$ cat src/rtl/dvp_pkg.sv
// Shared types and helpers for the DVP camera-side transmitter.
package dvp_pkg;

    typedef enum logic [2:0] {
        ST_IDLE,
        ST_VSYNC,
        ST_VBACK,
        ST_ACTIVE,
        ST_VFRONT
    } dvp_state_e;

    localparam bit BYTE_HI_FIRST = 1'b1;

    // Line period in pclk slots: two bytes per active pixel plus horizontal blank.
    function automatic int line_len(input int h_active, input int h_blank);
        return 2 * h_active + h_blank;
    endfunction

    function automatic int max4(input int a, input int b, input int c, input int d);
        int m;
        m = a;
        if (b > m) m = b;
        if (c > m) m = c;
        if (d > m) m = d;
        return m;
    endfunction

endpackage

$ cat src/rtl/dvp_timing_gen.sv
// pclk phase, horizontal/vertical slot counters and the frame FSM.
// Everything advances once per slot, on the clk where the phase bit falls.
module dvp_timing_gen
    import dvp_pkg::*;
#(
    parameter int H_ACTIVE    = 640,
    parameter int V_ACTIVE    = 480,
    parameter int H_BLANK     = 144,
    parameter int VSYNC_LINES = 3,
    parameter int V_BACK      = 17,
    parameter int V_FRONT     = 10
) (
    input  logic clk,
    input  logic rst,
    input  logic i_en,
    output logic o_pclk,
    output logic o_slot_strobe,
    output logic o_href_window,
    output logic o_vsync_window,
    output logic o_byte_sel,
    output logic o_frame_end
);

    localparam int L     = line_len(H_ACTIVE, H_BLANK);
    localparam int HW    = $clog2(L);
    localparam int V_MAX = max4(VSYNC_LINES, V_BACK, V_ACTIVE, V_FRONT);
    localparam int VW    = (V_MAX > 1) ? $clog2(V_MAX) : 1;

    localparam logic [HW-1:0] H_LAST   = HW'(L - 1);
    localparam logic [HW-1:0] H_HREF   = HW'(2 * H_ACTIVE);
    localparam logic [VW-1:0] VS_LAST  = VW'(VSYNC_LINES - 1);
    localparam logic [VW-1:0] VB_LAST  = VW'(V_BACK - 1);
    localparam logic [VW-1:0] VA_LAST  = VW'(V_ACTIVE - 1);
    localparam logic [VW-1:0] VF_LAST  = VW'(V_FRONT - 1);

    if (H_ACTIVE < 1 || V_ACTIVE < 1 || H_BLANK < 1 ||
        VSYNC_LINES < 1 || V_BACK < 1 || V_FRONT < 1) begin : g_param_chk
        $error("dvp_timing_gen: all timing parameters must be >= 1");
    end

    logic             r_ph;
    dvp_state_e       r_state;
    dvp_state_e       w_next_state;
    logic [HW-1:0]    r_h_cnt;
    logic [HW-1:0]    w_h_next;
    logic [VW-1:0]    r_v_cnt;
    logic [VW-1:0]    w_v_next;
    logic             w_line_end;

    assign w_line_end = (r_h_cnt == H_LAST);

    always_ff @(posedge clk) begin
        if (rst) begin
            r_ph    <= 1'b0;
            r_state <= ST_IDLE;
            r_h_cnt <= '0;
            r_v_cnt <= '0;
        end else begin
            r_ph    <= ~r_ph;
            r_state <= w_next_state;
            r_h_cnt <= w_h_next;
            r_v_cnt <= w_v_next;
        end
    end

    // r_ph high means this clk is the pclk falling edge: the slot boundary.
    always_comb begin
        w_next_state = r_state;
        w_h_next     = r_h_cnt;
        w_v_next     = r_v_cnt;
        o_frame_end  = 1'b0;
        if (r_ph) begin
            w_h_next = w_line_end ? '0 : r_h_cnt + 1'b1;
            if (w_line_end) w_v_next = r_v_cnt + 1'b1;
            case (r_state)
                ST_IDLE: begin
                    w_h_next = '0;
                    w_v_next = '0;
                    if (i_en) w_next_state = ST_VSYNC;
                end
                ST_VSYNC: begin
                    if (w_line_end && r_v_cnt == VS_LAST) begin
                        w_next_state = ST_VBACK;
                        w_v_next     = '0;
                    end
                end
                ST_VBACK: begin
                    if (w_line_end && r_v_cnt == VB_LAST) begin
                        w_next_state = ST_ACTIVE;
                        w_v_next     = '0;
                    end
                end
                ST_ACTIVE: begin
                    if (w_line_end && r_v_cnt == VA_LAST) begin
                        w_next_state = ST_VFRONT;
                        w_v_next     = '0;
                    end
                end
                ST_VFRONT: begin
                    if (w_line_end && r_v_cnt == VF_LAST) begin
                        o_frame_end  = 1'b1;
                        w_v_next     = '0;
                        w_next_state = i_en ? ST_VSYNC : ST_IDLE;
                    end
                end
                default: w_next_state = ST_IDLE;
            endcase
        end
    end

    assign o_pclk         = r_ph;
    assign o_slot_strobe  = r_ph;
    assign o_vsync_window = (r_state == ST_VSYNC);
    assign o_href_window  = (r_state == ST_ACTIVE) && (r_h_cnt < H_HREF);
    assign o_byte_sel     = r_h_cnt[0];

endmodule

$ cat src/rtl/dvp_tx.sv
// Camera-side DVP transmitter: RGB565 stream in, pclk/href/vsync/8-bit data out.
// Holds one pixel ahead of the line; an empty buffer at a pixel slot emits zeros.
module dvp_tx
    import dvp_pkg::*;
#(
    parameter int H_ACTIVE    = 640,
    parameter int V_ACTIVE    = 480,
    parameter int H_BLANK     = 144,
    parameter int VSYNC_LINES = 3,
    parameter int V_BACK      = 17,
    parameter int V_FRONT     = 10
) (
    input  logic        clk,
    input  logic        rst,
    input  logic        i_en,
    input  logic [15:0] i_pix_data,
    input  logic        i_pix_vld,
    output logic        o_pix_ready,
    output logic        o_pclk,
    output logic [7:0]  o_data,
    output logic        o_href,
    output logic        o_vsync,
    output logic        o_frame_done,
    output logic        o_underrun
);

    logic        w_slot_strobe;
    logic        w_href_window;
    logic        w_vsync_window;
    logic        w_byte_sel;
    logic        w_frame_end;

    logic        r_full;
    logic [15:0] r_hold;
    logic [7:0]  r_lo;
    logic [7:0]  r_data;
    logic        r_href;
    logic        r_vsync;
    logic        r_done;
    logic        r_underrun;

    logic        w_accept;
    logic        w_hi_slot;
    logic        w_consume;
    logic [7:0]  w_first;
    logic [7:0]  w_second;

    dvp_timing_gen #(
        .H_ACTIVE    (H_ACTIVE),
        .V_ACTIVE    (V_ACTIVE),
        .H_BLANK     (H_BLANK),
        .VSYNC_LINES (VSYNC_LINES),
        .V_BACK      (V_BACK),
        .V_FRONT     (V_FRONT)
    ) u_timing (
        .clk            (clk),
        .rst            (rst),
        .i_en           (i_en),
        .o_pclk         (o_pclk),
        .o_slot_strobe  (w_slot_strobe),
        .o_href_window  (w_href_window),
        .o_vsync_window (w_vsync_window),
        .o_byte_sel     (w_byte_sel),
        .o_frame_end    (w_frame_end)
    );

    assign o_pix_ready = ~r_full & ~rst;
    assign w_accept    = i_pix_vld & o_pix_ready;
    assign w_hi_slot   = w_slot_strobe & w_href_window & ~w_byte_sel;
    assign w_consume   = w_hi_slot & r_full;
    assign w_first     = BYTE_HI_FIRST ? r_hold[15:8] : r_hold[7:0];
    assign w_second    = BYTE_HI_FIRST ? r_hold[7:0]  : r_hold[15:8];

    always_ff @(posedge clk) begin
        if (rst) begin
            r_full     <= 1'b0;
            r_data     <= '0;
            r_href     <= 1'b0;
            r_vsync    <= 1'b0;
            r_done     <= 1'b0;
            r_underrun <= 1'b0;
        end else begin
            r_full <= (r_full & ~w_consume) | w_accept;
            r_done <= w_frame_end;
            if (w_slot_strobe) begin
                r_href  <= w_href_window;
                r_vsync <= w_vsync_window;
                if (!w_href_window) begin
                    r_data <= '0;
                end else if (w_byte_sel) begin
                    r_data <= r_lo;
                end else if (r_full) begin
                    r_data <= w_first;
                end else begin
                    r_data     <= '0;
                    r_underrun <= 1'b1;
                end
            end
        end
    end

    // Pixel payload needs no reset: r_full alone says whether r_hold is meaningful.
    always_ff @(posedge clk) begin
        if (w_accept) r_hold <= i_pix_data;
        if (w_hi_slot) r_lo <= r_full ? w_second : '0;
    end

    assign o_data       = r_data;
    assign o_href       = r_href;
    assign o_vsync      = r_vsync;
    assign o_frame_done = r_done;
    assign o_underrun   = r_underrun;

endmodule
$ cat config.mk
export PLATFORM = sky130hd
export DESIGN_NAME = dvp_tx
export DESIGN_NICKNAME = d
export VERILOG_FILES = /design/src/rtl/dvp_pkg.sv /design/src/rtl/dvp_timing_gen.sv /design/src/rtl/dvp_tx.sv
export SDC_FILE = /design/constraint.sdc
export NUM_CORES = 1
export LEC_CHECK = 0
export BUFFER_PORTS_ARGS = -buffer_cell sky130_fd_sc_hd__buf_2
export CAP_MARGIN = 20
export CORE_AREA = 2 2 90 92
export DETAILED_ROUTE_END_ITERATION = 10
export DIE_AREA = 0 0 92 94
export GPL_TIMING_DRIVEN = 0
export SLEW_MARGIN = 0
export SYNTH_ARGS = -nofsm -noshare
export SYNTH_HDL_FRONTEND = slang
export SYNTH_SLANG_ARGS = --single-unit
$ cat constraint.sdc
create_clock -name clk -period 3.7 [get_ports clk]
set_clock_uncertainty 0.15 [all_clocks]
set_input_delay 0.74 -clock clk [delete_from_list [all_inputs] [get_ports clk]]
set_output_delay 0.74 -clock clk [all_outputs]
set_load 0.02 [all_outputs]
==> metrics.md, run 1 <==
| Metric | Value |
|---|---|
| PostCTS Resize Cnt | `0` |
| Die area | `just under 9000 um^2` |
| First-pass GRT wire length | `about 9.4 mm` |
| Boundary Pins | `34` |
| PwrDens | `471 nW/um^2` |
| Worst-path clk slew | `about 70 ps` |
| Critical Path Sink Type | `flip-flop` |
| CTS H-Tree Depth | `3` |
| Hold EP | `o_href$_SDFFE_PP0P_` |
| FF-to-FF Start | `u_timing.r_h_cnt[0]$_SDFFE_PP0P_` |
| Post-synth top area share | `between 20 and 30%` |
| Total power | `approximately 1500 uW` |
| VDD IR max | `0.000263 V` |
| Commonest non-fill, non-tap cell in the layout | `dfxtp_1` |
| Mean post-synth cell area | `about 10 um^2` |
| Fin util | `41.8%` |
| Period minus WS final | `just under 3000 ps` |
| Total wire length | `5.50 mm` |
| RSZ-0062 raised after global routing | `no` |
| Fraction of layout cells with a size suffix above 1 | `20.0%` |
| Mapped cell area | `approximately 2600 um^2` |
| Largest net degree at the start of global routing | `17` |
| Clock Path Buffers | `2` |
| # diodes | `0` |
| Critical path buffer and inverter count | `1` |
| Max-Cap Viols | `0` |
| IO buf count | `33` |
| Initial cell density of the core | `34.8%` |
| Vias in the first global route | `1996` |
| Synth-to-layout area growth | `20.1%` |
| Slowest stage delay, CP | `between 400 and 500 ps` |
| Clock sink count | `61` |
| Synth Net Count | `281` |
| Clock Latency Late Sink | `340 ps` |
| Final number of max-transition violations | `0` |
| Outcome | `completed` |
| Fmax | `around 340 MHz` |
| Die Y | `between 90 and 100 um` |
| Ys async rst share | `0%` |
| Synth area leader | `dfxtp_1` |
| WL/cell | `~14 um` |
| Cell family contributing the most delay on the critical path | `compound AO/OA/AOI/OAI gates` |
| Crit-path cells | `ha_1, nand3_1, or4_4, buf_6, o41ai_4, a41oi_2, a221o_1` |
| DRT Pass-1 Iters | `4` |
| Detail Placement HPWL | `roughly 4 mm` |
| Core area | `roughly 7600 um^2` |
| Setup TNS | `0 ps` |
| Tightest Pin Transition | `between 800 and 900 ps` |
| Placed inst area | `2940 um^2` |
| CTS Hold Bufs | `0` |
| CP max stage cell | `or4_4` |
| Hold_sp | `o_href$_SDFFE_PP0P_` |
| Initial antenna violation count | `0` |
| GR Overflow Total | `0` |
| Min-Delay Path Class | `flip-flop to flip-flop` |
| Setup Viol. Count Final | `0` |
| CTS tree | `built` |
| Commonest cells after routing, fill and taps aside | `dfxtp_1 (37), buf_2 (34), nand2_1 (26)` |
| Yosys warns | `0` |
| ANT nets after route | `0` |
| Vias/cell | `4.97` |
| Synthesized instance count | `~260` |
| Die X | `92 um` |
| Critical path data arrival time | `3010 ps` |
| Setup Buffers After CTS | `0` |
| Root Driver | `clkbuf_8` |
| Fin nets | `325` |
| Final worst path period share | `79.5%` |
| CTS Buf Count | `9` |
| Static Leak | `roughly 0.0011 uW` |
| Post-synth EDFFs | `24` |
| Ys flop type | `dfxtp_1` |
| Worst slew margin | `a little under half` |
| Flop-to-flop setup slack | `approximately 760 ps` |
| DRC Markers | `0` |
| Cell variety after synth | `53` |
| R2R Path End | `u_timing.r_h_cnt[2]$_SDFFE_PP0P_` |
| Hold Path Depth | `2` |
| Top cells by area, synth | `dfxtp_1 (28%), edfxtp_1 (27%), nand2_1 (3.7%)` |
| RePlAce Congestion | `0.825` |
| Startpoint types | `flip-flop` |
| Sequential-to-total area share from yosys stat | `a little under three fifths` |
| FF+latch count, synth | `61` |
| Crit Path Max Fanout | `10` |
| Post-Layout Inst Area | `between 3000 and 4000 um^2` |
| Final Hold Fails | `0` |
| Rows | `32` |
| Drt initial violations | `87` |
| Overall routing resource usage | `between 10% and 20%` |
| Via count | `approximately 2000` |
| Worst Setup Path Type | `flip-flop to flip-flop` |
| Worst EP required | `roughly 3800 ps` |
| Hold WS | `slightly above 300 ps` |
| Reg2reg path depth | `7` |
==> synthesized netlist by cell type (4+ instances only) <==
| library cell | number |
|---|---|
| nand2_1 | 26 |
| a21oi_1 | 7 |
| nand3_1 | 13 |
| nand4_1 | 7 |
| xor2_1 | 4 |
| a22oi_1 | 8 |
| ha_1 | 5 |
| and2_1 | 9 |
| inv_1 | 12 |
| edfxtp_1 | 24 |
| xnor2_1 | 4 |
| and3_1 | 5 |
| clkbuf_1 | 6 |
| nor2_1 | 24 |
| o21ai_0 | 14 |
| dfxtp_1 | 37 |
| nor4_1 | 4 |
==> final cells by class <==
type                       count  area [um^2]
fill                         764         4430
inverter                      12         45.0
clock inverter                 6          111
sequential                    61         1460
buffer                         8         38.8
multi-input combinational    175         1100
timing repair buffer          33          165
clock buffer                  10          128
tap                          102          128
==> routing by layer <==
| metal | vias up | wire [um] | global-route usage (%) |
|---|---|---|---|
| li1 | 1034 | - | - |
| met1 | 925 | 2420 | 16.7 |
| met2 | 53 | 2670 | 23.1 |
| met3 | 9 | 305 | 5.22 |
| met4 | 0 | 90 | 5.35 |
| met5 | - | 0 | 0 |
==> cells by family (layout without fill, tap and decap cells) <==
kind of cell / Yosys count / in the layout / synth area share [%]
buf+inv: 20 / 69 / 3.17
simple gates: 109 / 109 / 21.7
fa+ha+maj: 5 / 5 / 2.36
xor+xnor: 8 / 8 / 2.65
compound gates: 51 / 51 / 14.1
mux: 2 / 2 / 0.757
flops: 61 / 61 / 55.2
==> metrics by stage <==
stage	setup slack, ps	cells
3_3_place_gp	787	391
4_1_cts	751	407
2_1_floorplan	1130	256
5_1_grt	488	407
3_5_place_dp	763	391
6_report	759	407
==> state kept, by name (all words and copies together), names as in the netlist <==
signal	cells
r_hold	16
u_timing.r_h_cnt	11
u_timing.r_v_cnt	9
o_data	8
r_lo	8
u_timing.r_state	3
o_frame_done	1
o_href	1
o_underrun	1
o_vsync	1
r_full	1
u_timing.o_pclk	1
==> worst reg2reg max path: stages (launching register included) <==
cell     delay [ps]
dfxtp_1         430
ha_1            240
nand3_1         180
or4_4           450
buf_6           160
o41ai_4         430
a41oi_2         370
a221o_1         420
==> report_power, final <==
group | total, uW | internal, uW | switching, uW | leakage (uW)
clock network | 706 | 447 | 259 | 0.000116
registers | 715 | 709 | 5.74 | 0.000521
logic | 75.6 | 27.2 | 48.4 | 0.000498
total | 1500 | 1180 | 313 | 0.00114
==> worst max-delay path by stage <==
stage,from,end,slack [ps],cells past startpoint
after CTS,u_timing.r_h_cnt[0]$_SDFFE_PP0P_,u_timing.r_v_cnt[1]$_SDFFE_PP0P_,750,8
after detailed placement,u_timing.r_h_cnt[0]$_SDFFE_PP0P_,u_timing.r_v_cnt[1]$_SDFFE_PP0P_,760,8
after floorplan,u_timing.r_h_cnt[0]$_SDFFE_PP0P_,u_timing.r_h_cnt[2]$_SDFFE_PP0P_,1130,7
final,u_timing.r_h_cnt[0]$_SDFFE_PP0P_,u_timing.r_h_cnt[2]$_SDFFE_PP0P_,760,7
after global routing,u_timing.r_h_cnt[0]$_SDFFE_PP0P_,u_timing.r_v_cnt[1]$_SDFFE_PP0P_,490,8
after global placement,u_timing.r_h_cnt[0]$_SDFFE_PP0P_,u_timing.r_v_cnt[1]$_SDFFE_PP0P_,790,8
Power figures use the tool's default switching activity.
==> run 2, diff against run 1 <==
--- a/config.mk
+++ b/config.mk
@@ -5,11 +5,12 @@
 export SDC_FILE = /design/constraint.sdc
 export NUM_CORES = 1
 export LEC_CHECK = 0
+export ABC_AREA = 1
 export BUFFER_PORTS_ARGS = -buffer_cell sky130_fd_sc_hd__buf_2
 export CAP_MARGIN = 20
-export CORE_AREA = 2 2 90 92
+export CORE_AREA = 2 2 92 94
 export DETAILED_ROUTE_END_ITERATION = 10
-export DIE_AREA = 0 0 92 94
+export DIE_AREA = 0 0 94 96
 export GPL_TIMING_DRIVEN = 0
 export SLEW_MARGIN = 0
 export SYNTH_ARGS = -nofsm -noshare
==> constraint.sdc (replaced) <==
create_clock -name clk -period 2.7 [get_ports clk]
set_clock_uncertainty 0.15 [all_clocks]
set_input_delay 0.54 -clock clk [delete_from_list [all_inputs] [get_ports clk]]
set_output_delay 0.54 -clock clk [all_outputs]
set_load 0.02 [all_outputs]
==> metrics.md, run 2 <==
| Metric | Value |
|---|---|
| Clock Path Buffers | `2` |
| Clock Latency Late Sink | `between 300 and 400 ps` |
| Fin nets | `393` |
| Boundary Pins | `34` |
| Worst slew margin | `60.0%` |
| Via count | `between 2000 and 2500` |
| Final Hold Fails | `0` |
| Startpoint types | `flip-flop` |
| Top post-synthesis cells by count | `nand2_1 (69), nor2_1 (44), dfxtp_1 (37)` |
| Final number of max-transition violations | `0` |
| Flop-to-flop setup slack | `between 600 and 700 ps` |
| Synthesized instance count | `roughly 320` |
| Top cells by area, synth | `dfxtp_1 (27%), edfxtp_1 (26%), nand2_1 (9.5%)` |
| # diodes | `0` |
| Die Y | `about 96 um` |
| Layout fillers | `slightly above 800` |
| PostCTS Resize Cnt | `0` |
| Ys async rst share | `0%` |
| Register share of total power | `approximately 50%` |
| PwrDens | `625 nW/um^2` |
| FF+latch count, synth | `a little over 60` |
| WL/cell | `around 12 um` |
| Worst-path clk slew | `approximately 70 ps` |
| DRC Markers | `0` |
| Drt initial violations | `101` |
| Outcome | `completed` |
| Vias in the first global route | `around 2000` |
| Mapped cell area | `roughly 2700 um^2` |
| Fraction of layout cells with a size suffix above 1 | `19.0%` |
| First-pass GRT wire length | `around 9.3 mm` |
| DRT Pass-1 Iters | `6` |
| Die area | `between 9000 and 10000 um^2` |
| Count leader, synth | `nand2_1` |
| Clk network pwr share | `about 40%` |
| Synth-to-layout area growth | `18.7%` |
| DP Worst Slack | `409 ps` |
| Area of the multi-input gates | `around 1100 um^2` |
| Critical Path Sink Type | `flip-flop` |
| Critical path data arrival time | `between 2000 and 2500 ps` |
| Cell variety after synth | `32` |
| Net switching fraction of the power | `26.7%` |
| Fmax | `approximately 480 MHz` |
| IO buf count | `33` |
| Internal power | `between 1000 and 1500 uW` |
| Register area | `1460 um^2` |
| Worst EP required | `roughly 2800 ps` |
| Post-synth EDFFs | `24` |
| Initial cell density of the core | `between 30% and 40%` |
| Setup WS post-layout | `approximately 600 ps` |
| Mean post-synth cell area | `8.43 um^2` |
| Static Leak | `about 0.0014 uW` |
| Largest Register | `r_hold` |
| Die X | `~94 um` |
| Root Driver | `clkbuf_8` |
| Rows | `33` |
| Max reg flops | `16` |
| Sw power | `between 500 and 600 uW` |
| Detail Placement HPWL | `a little over 4 mm` |
| Synth area leader | `dfxtp_1` |
| Core area | `around 8000 um^2` |
| Commonest non-fill, non-tap cell in the layout | `nand2_1` |
| Max-Cap Viols | `0` |
| Tightest Pin Transition | `between 500 and 600 ps` |
| CTS tree | `built` |
| Crit Path Max Fanout | `7` |
| CTS Hold Bufs | `0` |
| RSZ-0062 raised after global routing | `no` |
| Largest net degree at the start of global routing | `17` |
| CTS Buf Count | `9` |
| Total wire length | `between 5 and 6 mm` |
| Post-Layout Inst Area | `roughly 3200 um^2` |
| Commonest cells after routing, fill and taps aside | `nand2_1 (69), nor2_1 (44), dfxtp_1 (37)` |
| ANT nets after route | `0` |
| Ys flop type | `dfxtp_1` |
| Setup Viol. Count Final | `0` |
| Worst Setup Path Type | `flip-flop to flip-flop` |
| CTS H-Tree Depth | `3` |
| Synth Net Count | `roughly 350` |
| VDD IR max | `between 0.0003 and 0.0004 V` |
| Setup Buffers After CTS | `0` |
| Period minus WS final | `about 2100 ps` |
| Vias/cell | `between 4 and 5` |
| GR Overflow Total | `0` |
| Sequential-to-total area share from yosys stat | `between 50% and 60%` |
| Overall routing resource usage | `13.7%` |
| Yosys warns | `0` |
| Initial antenna violation count | `0` |
| Min-Delay Path Class | `input port to flip-flop` |
| Largest regs | `r_hold x16, u_timing.r_h_cnt x11, u_timing.r_v_cnt x9` |
| Final worst path period share | `about 80%` |
| Placed inst area | `between 3000 and 4000 um^2` |
| Combinational power share | `10.2%` |
| Post-synth top area share | `between 20% and 30%` |
| RePlAce Congestion | `0.816` |
| Clock sink count | `61` |
-- run 2: changes by cell type in the layout (fill, tap and decap cells not counted), moves of 5 or more --
cell / delta
and2_1: -9
inv_2: +9
nand3_1: +5
nor2_1: +20
inv_1: +24
nand2_1: +43
o21ai_1: +6
and3_1: -5
-- run 2: worst paths after layout --
check        cells after the start                               end                        startpoint
max                             12  u_timing.r_v_cnt[8]$_SDFFE_PP0P_  u_timing.r_h_cnt[0]$_SDFFE_PP0P_
min                              1              r_hold[13]$_DFFE_PP_                    i_pix_data[13]
max reg2reg                     12  u_timing.r_v_cnt[8]$_SDFFE_PP0P_  u_timing.r_h_cnt[0]$_SDFFE_PP0P_
min reg2reg                      2               o_href$_SDFFE_PP0P_               o_href$_SDFFE_PP0P_
-- run 2: power groups by stage --
stage	Combinational (uW)	Sequential, uW	Clock (uW)
after detailed placement	207	1020	0
final	205	1000	813
after floorplan	146	1020	0
after global placement	203	1020	0
after CTS	208	1000	836
after global routing	237	1000	880
-- run 2: layout make-up --
type / instances / share of cell area (%)
Sequential cell: 61 / 45.2
Multi-Input combinational cell: 209 / 33.0
Tap cell: 105 / 4.06
Buffer: 7 / 0.851
Inverter: 46 / 5.34
Clock inverter: 7 / 2.32
Timing Repair Buffer: 34 / 5.34
Clock buffer: 9 / 3.83
-- run 2: cell families (layout without fill, tap and decap cells) --
logic type                 count (synthesis)  after routing  synth area share [%]
buffers and inverters                     53            103                  7.35
AOI/OAI and AO/OA                         46             46                  10.4
xor gates and xnor gates                   6              6                  1.93
DFF                                       61             61                  53.7
and+or+nand+nor                          152            152                  24.4
adders and majority gates                  5              5                  2.30
-- run 2: critical path: stages (launching register included) --
cell	delay (ps)
dfxtp_1	420
ha_1	240
nand3_2	150
nor2_4	180
nand2_4	90
inv_2	100
nand2_1	50
nand2_1	60
nand2_1	80
nor2_4	150
nand3_2	180
nand3_1	110
inv_1	50
-- run 2: per-layer routing --
metal,vias to the layer above,GRT usage (%),wire length (um)
li1,1143,-,-
met1,994,17.2,2750
met2,34,21.5,2600
met3,12,3.92,171
met4,0,7.13,136
met5,-,0,0
-- run 2: through the flow --
stage | hold slack, ps | util, % | setup TNS (ps) | power [uW] | cells
after floorplan | 318 | - | 0 | 1170 | 323
after global placement | 284 | 37.5 | -428 | 1230 | 461
after detailed placement | 295 | 37.7 | 0 | 1230 | 462
after CTS | 206 | 40.2 | 0 | 2050 | 478
after global routing | 197 | 40.2 | 0 | 2120 | 478
final | 219 | 40.2 | 0 | 2020 | 478
==> run 3, diff against run 2 <==
==> constraint.sdc (replaced) <==
create_clock -name clk -period 2 [get_ports clk]
set_clock_uncertainty 0.15 [all_clocks]
set_input_delay 0.4 -clock clk [delete_from_list [all_inputs] [get_ports clk]]
set_output_delay 0.4 -clock clk [all_outputs]
set_load 0.02 [all_outputs]
==> metrics.md, run 3 (synthesis results as in run 2) <==
| Metric | Value |
|---|---|
| Clock Latency Late Sink | `approximately 340 ps` |
| Final number of max-transition violations | `0` |
| Static Leak | `0.00139 uW` |
| Detail Placement HPWL | `4.10 mm` |
| Worst EP required | `roughly 2100 ps` |
| GR Overflow Total | `0` |
| Reg2reg path depth | `6` |
| Largest net degree at the start of global routing | `17` |
| Max-Cap Viols | `0` |
| Net switching fraction of the power | `about 28%` |
| Synth-to-layout area growth | `22.1%` |
| Crit path from | `u_timing.o_pclk$_SDFF_PP0_` |
| Final Hold Fails | `0` |
| Initial antenna violation count | `0` |
| Die X | `~94 um` |
| IO buf count | `33` |
| Clk network pwr share | `a little under two fifths` |
| Max reg flops | `16` |
| Largest regs | `r_hold x16, u_timing.r_h_cnt x11, u_timing.r_v_cnt x9` |
| Register share of total power | `51.7%` |
| Vias in the first global route | `a little over 2000` |
| PwrDens | `approximately 790 nW/um^2` |
| Clock sink count | `61` |
| Internal power | `1880 uW` |
| Outcome | `completed` |
| CTS tree | `built` |
| Initial cell density of the core | `around a third` |
| Critical Path Sink Type | `flip-flop` |
| Worst slew margin | `~54%` |
| RePlAce Congestion | `0.785` |
| Worst Setup Path Type | `flip-flop to flip-flop` |
| Fraction of layout cells with a size suffix above 1 | `23.9%` |
| Flop-to-flop setup slack | `100 ps` |
| Commonest cells after routing, fill and taps aside | `nand2_1 (67), nor2_1 (42), inv_1 (35)` |
| Placed inst area | `between 3000 and 4000 um^2` |
| Critical path data arrival time | `2000 ps` |
| ANT nets after route | `0` |
| Fin util | `about two fifths` |
| Setup Viol. Count Final | `0` |
| R2R Path End | `u_timing.r_h_cnt[7]$_SDFFE_PP0P_` |
| Largest Register | `r_hold` |
| Fmax | `~530 MHz` |
| Vias/cell | `around 4.6` |
| CTS Buf Count | `9` |
| DRC Markers | `0` |
| Placed insts | `roughly 460` |
| Layout fillers | `~800` |
| Startpoint types | `flip-flop` |
| # diodes | `0` |
| Commonest non-fill, non-tap cell in the layout | `nand2_1` |
| Die Y | `96 um` |
| DRT Pass-1 Iters | `4` |
| Min-Delay Path Class | `input port to flip-flop` |
| WL/cell | `around 12 um` |
| Worst-path clk slew | `70 ps` |
| Period minus WS final | `approximately 1900 ps` |
| Root Driver | `clkbuf_8` |
| CP endpoint | `u_timing.r_h_cnt[7]$_SDFFE_PP0P_` |
| Sw power | `~740 uW` |
| Via count | `roughly 2200` |
| Post-Layout Inst Area | `3330 um^2` |
| Hold WS | `between 70 and 80 ps` |
| Total wire length | `roughly 5.8 mm` |
| Fin nets | `around 400` |
| Die area | `~9000 um^2` |
| Overall routing resource usage | `13.7%` |
| Boundary Pins | `34` |
| Drt initial violations | `105` |
| Crit Path Max Fanout | `10` |
| Clock Path Buffers | `2` |
| Core area | `between 8000 and 9000 um^2` |
| VDD IR max | `roughly 0.00047 V` |
| FF-to-FF Start | `u_timing.o_pclk$_SDFF_PP0_` |
| Tightest Pin Transition | `~690 ps` |
| CTS H-Tree Depth | `3` |
| Finished Layout Cells | `about 480` |
| Rows | `33` |
| Final worst path period share | `a little over nine tenths` |
| Combinational power share | `~11%` |
| First-pass GRT wire length | `9.25 mm` |
| RSZ-0062 raised after global routing | `yes` |
-- run 3: cell count changes in the layout (fill, tap and decap cells not counted), sizes merged --
cell      previous run  this run
buf                 35        40
clkbuf              15        14
clkinvlp             0         2
clkinv               6         5
bufinv               1         0
-- run 3: worst min-delay path by stage --
stage | start | end | slack [ps] | depth (start not counted)
after global routing | i_pix_data[8] | r_hold[8]$_DFFE_PP_ | 40 | 1
after floorplan | u_timing.r_h_cnt[5]$_SDFFE_PP0P_ | u_timing.r_h_cnt[5]$_SDFFE_PP0P_ | 320 | 2
after CTS | i_pix_data[0] | r_hold[0]$_DFFE_PP_ | 60 | 1
final | i_pix_data[0] | r_hold[0]$_DFFE_PP_ | 80 | 1
after detailed placement | o_href$_SDFFE_PP0P_ | o_href$_SDFFE_PP0P_ | 290 | 2
after global placement | o_href$_SDFFE_PP0P_ | o_href$_SDFFE_PP0P_ | 290 | 2
-- run 3: layer usage --
metal	part of all wire [%]	up-vias	GRT usage (%)	wire [um]
li1	-	1149	-	-
met1	48	1008	17.0	2780
met2	48	46	21.1	2770
met3	3.4	6	5.72	195
met4	1.2	0	5.68	68
met5	0	-	0	0
-- run 3: layout make-up --
cell class / count / area, um^2 / area share [%]
buffer: 6 / 23.8 / 0.715
clock buffer: 9 / 124 / 3.72
clock inverter: 7 / 51.3 / 1.54
inverter: 46 / 175 / 5.27
multi-input combinational: 209 / 1140 / 34.2
sequential: 61 / 1470 / 44.3
tap: 105 / 131 / 3.95
timing repair buffer: 39 / 210 / 6.32
-- run 3: power by group through the flow --
stage                     Combinational, uW  Clock [uW]  Sequential [uW]
after floorplan                         198           0             1380
after global placement                  276           0             1380
after detailed placement                278           0             1380
after CTS                               286        1010             1360
after global routing                    341        1080             1360
final                                   298         969             1360
-- run 3: stage by stage --
step	power, uW	setup WS (ps)	setup TNS (ps)
finish	2620	101	0
global route	2780	-0.0822	-0.0822
CTS	2650	24.4	0
detailed placement	1660	-169	-4990
global placement	1660	-160	-4440
floorplan	1580	55.5	0
-- run 3: what timing repair did --
item,CTS,global route
endpoints found under the setup margin,21,21
pin swaps,0,6
setup buffers,0,6
gates resized for setup,7,16
cloned,0,0
hold buffers,0,0
-- run 3: worst max-delay path, stage by stage (launching register included) --
cell and delay (ps):
dfxtp_1 320, buf_2 240, inv_2 120, clkbuf_1 280, nor2_1 370, nand2_1 100
a211oi_1 230
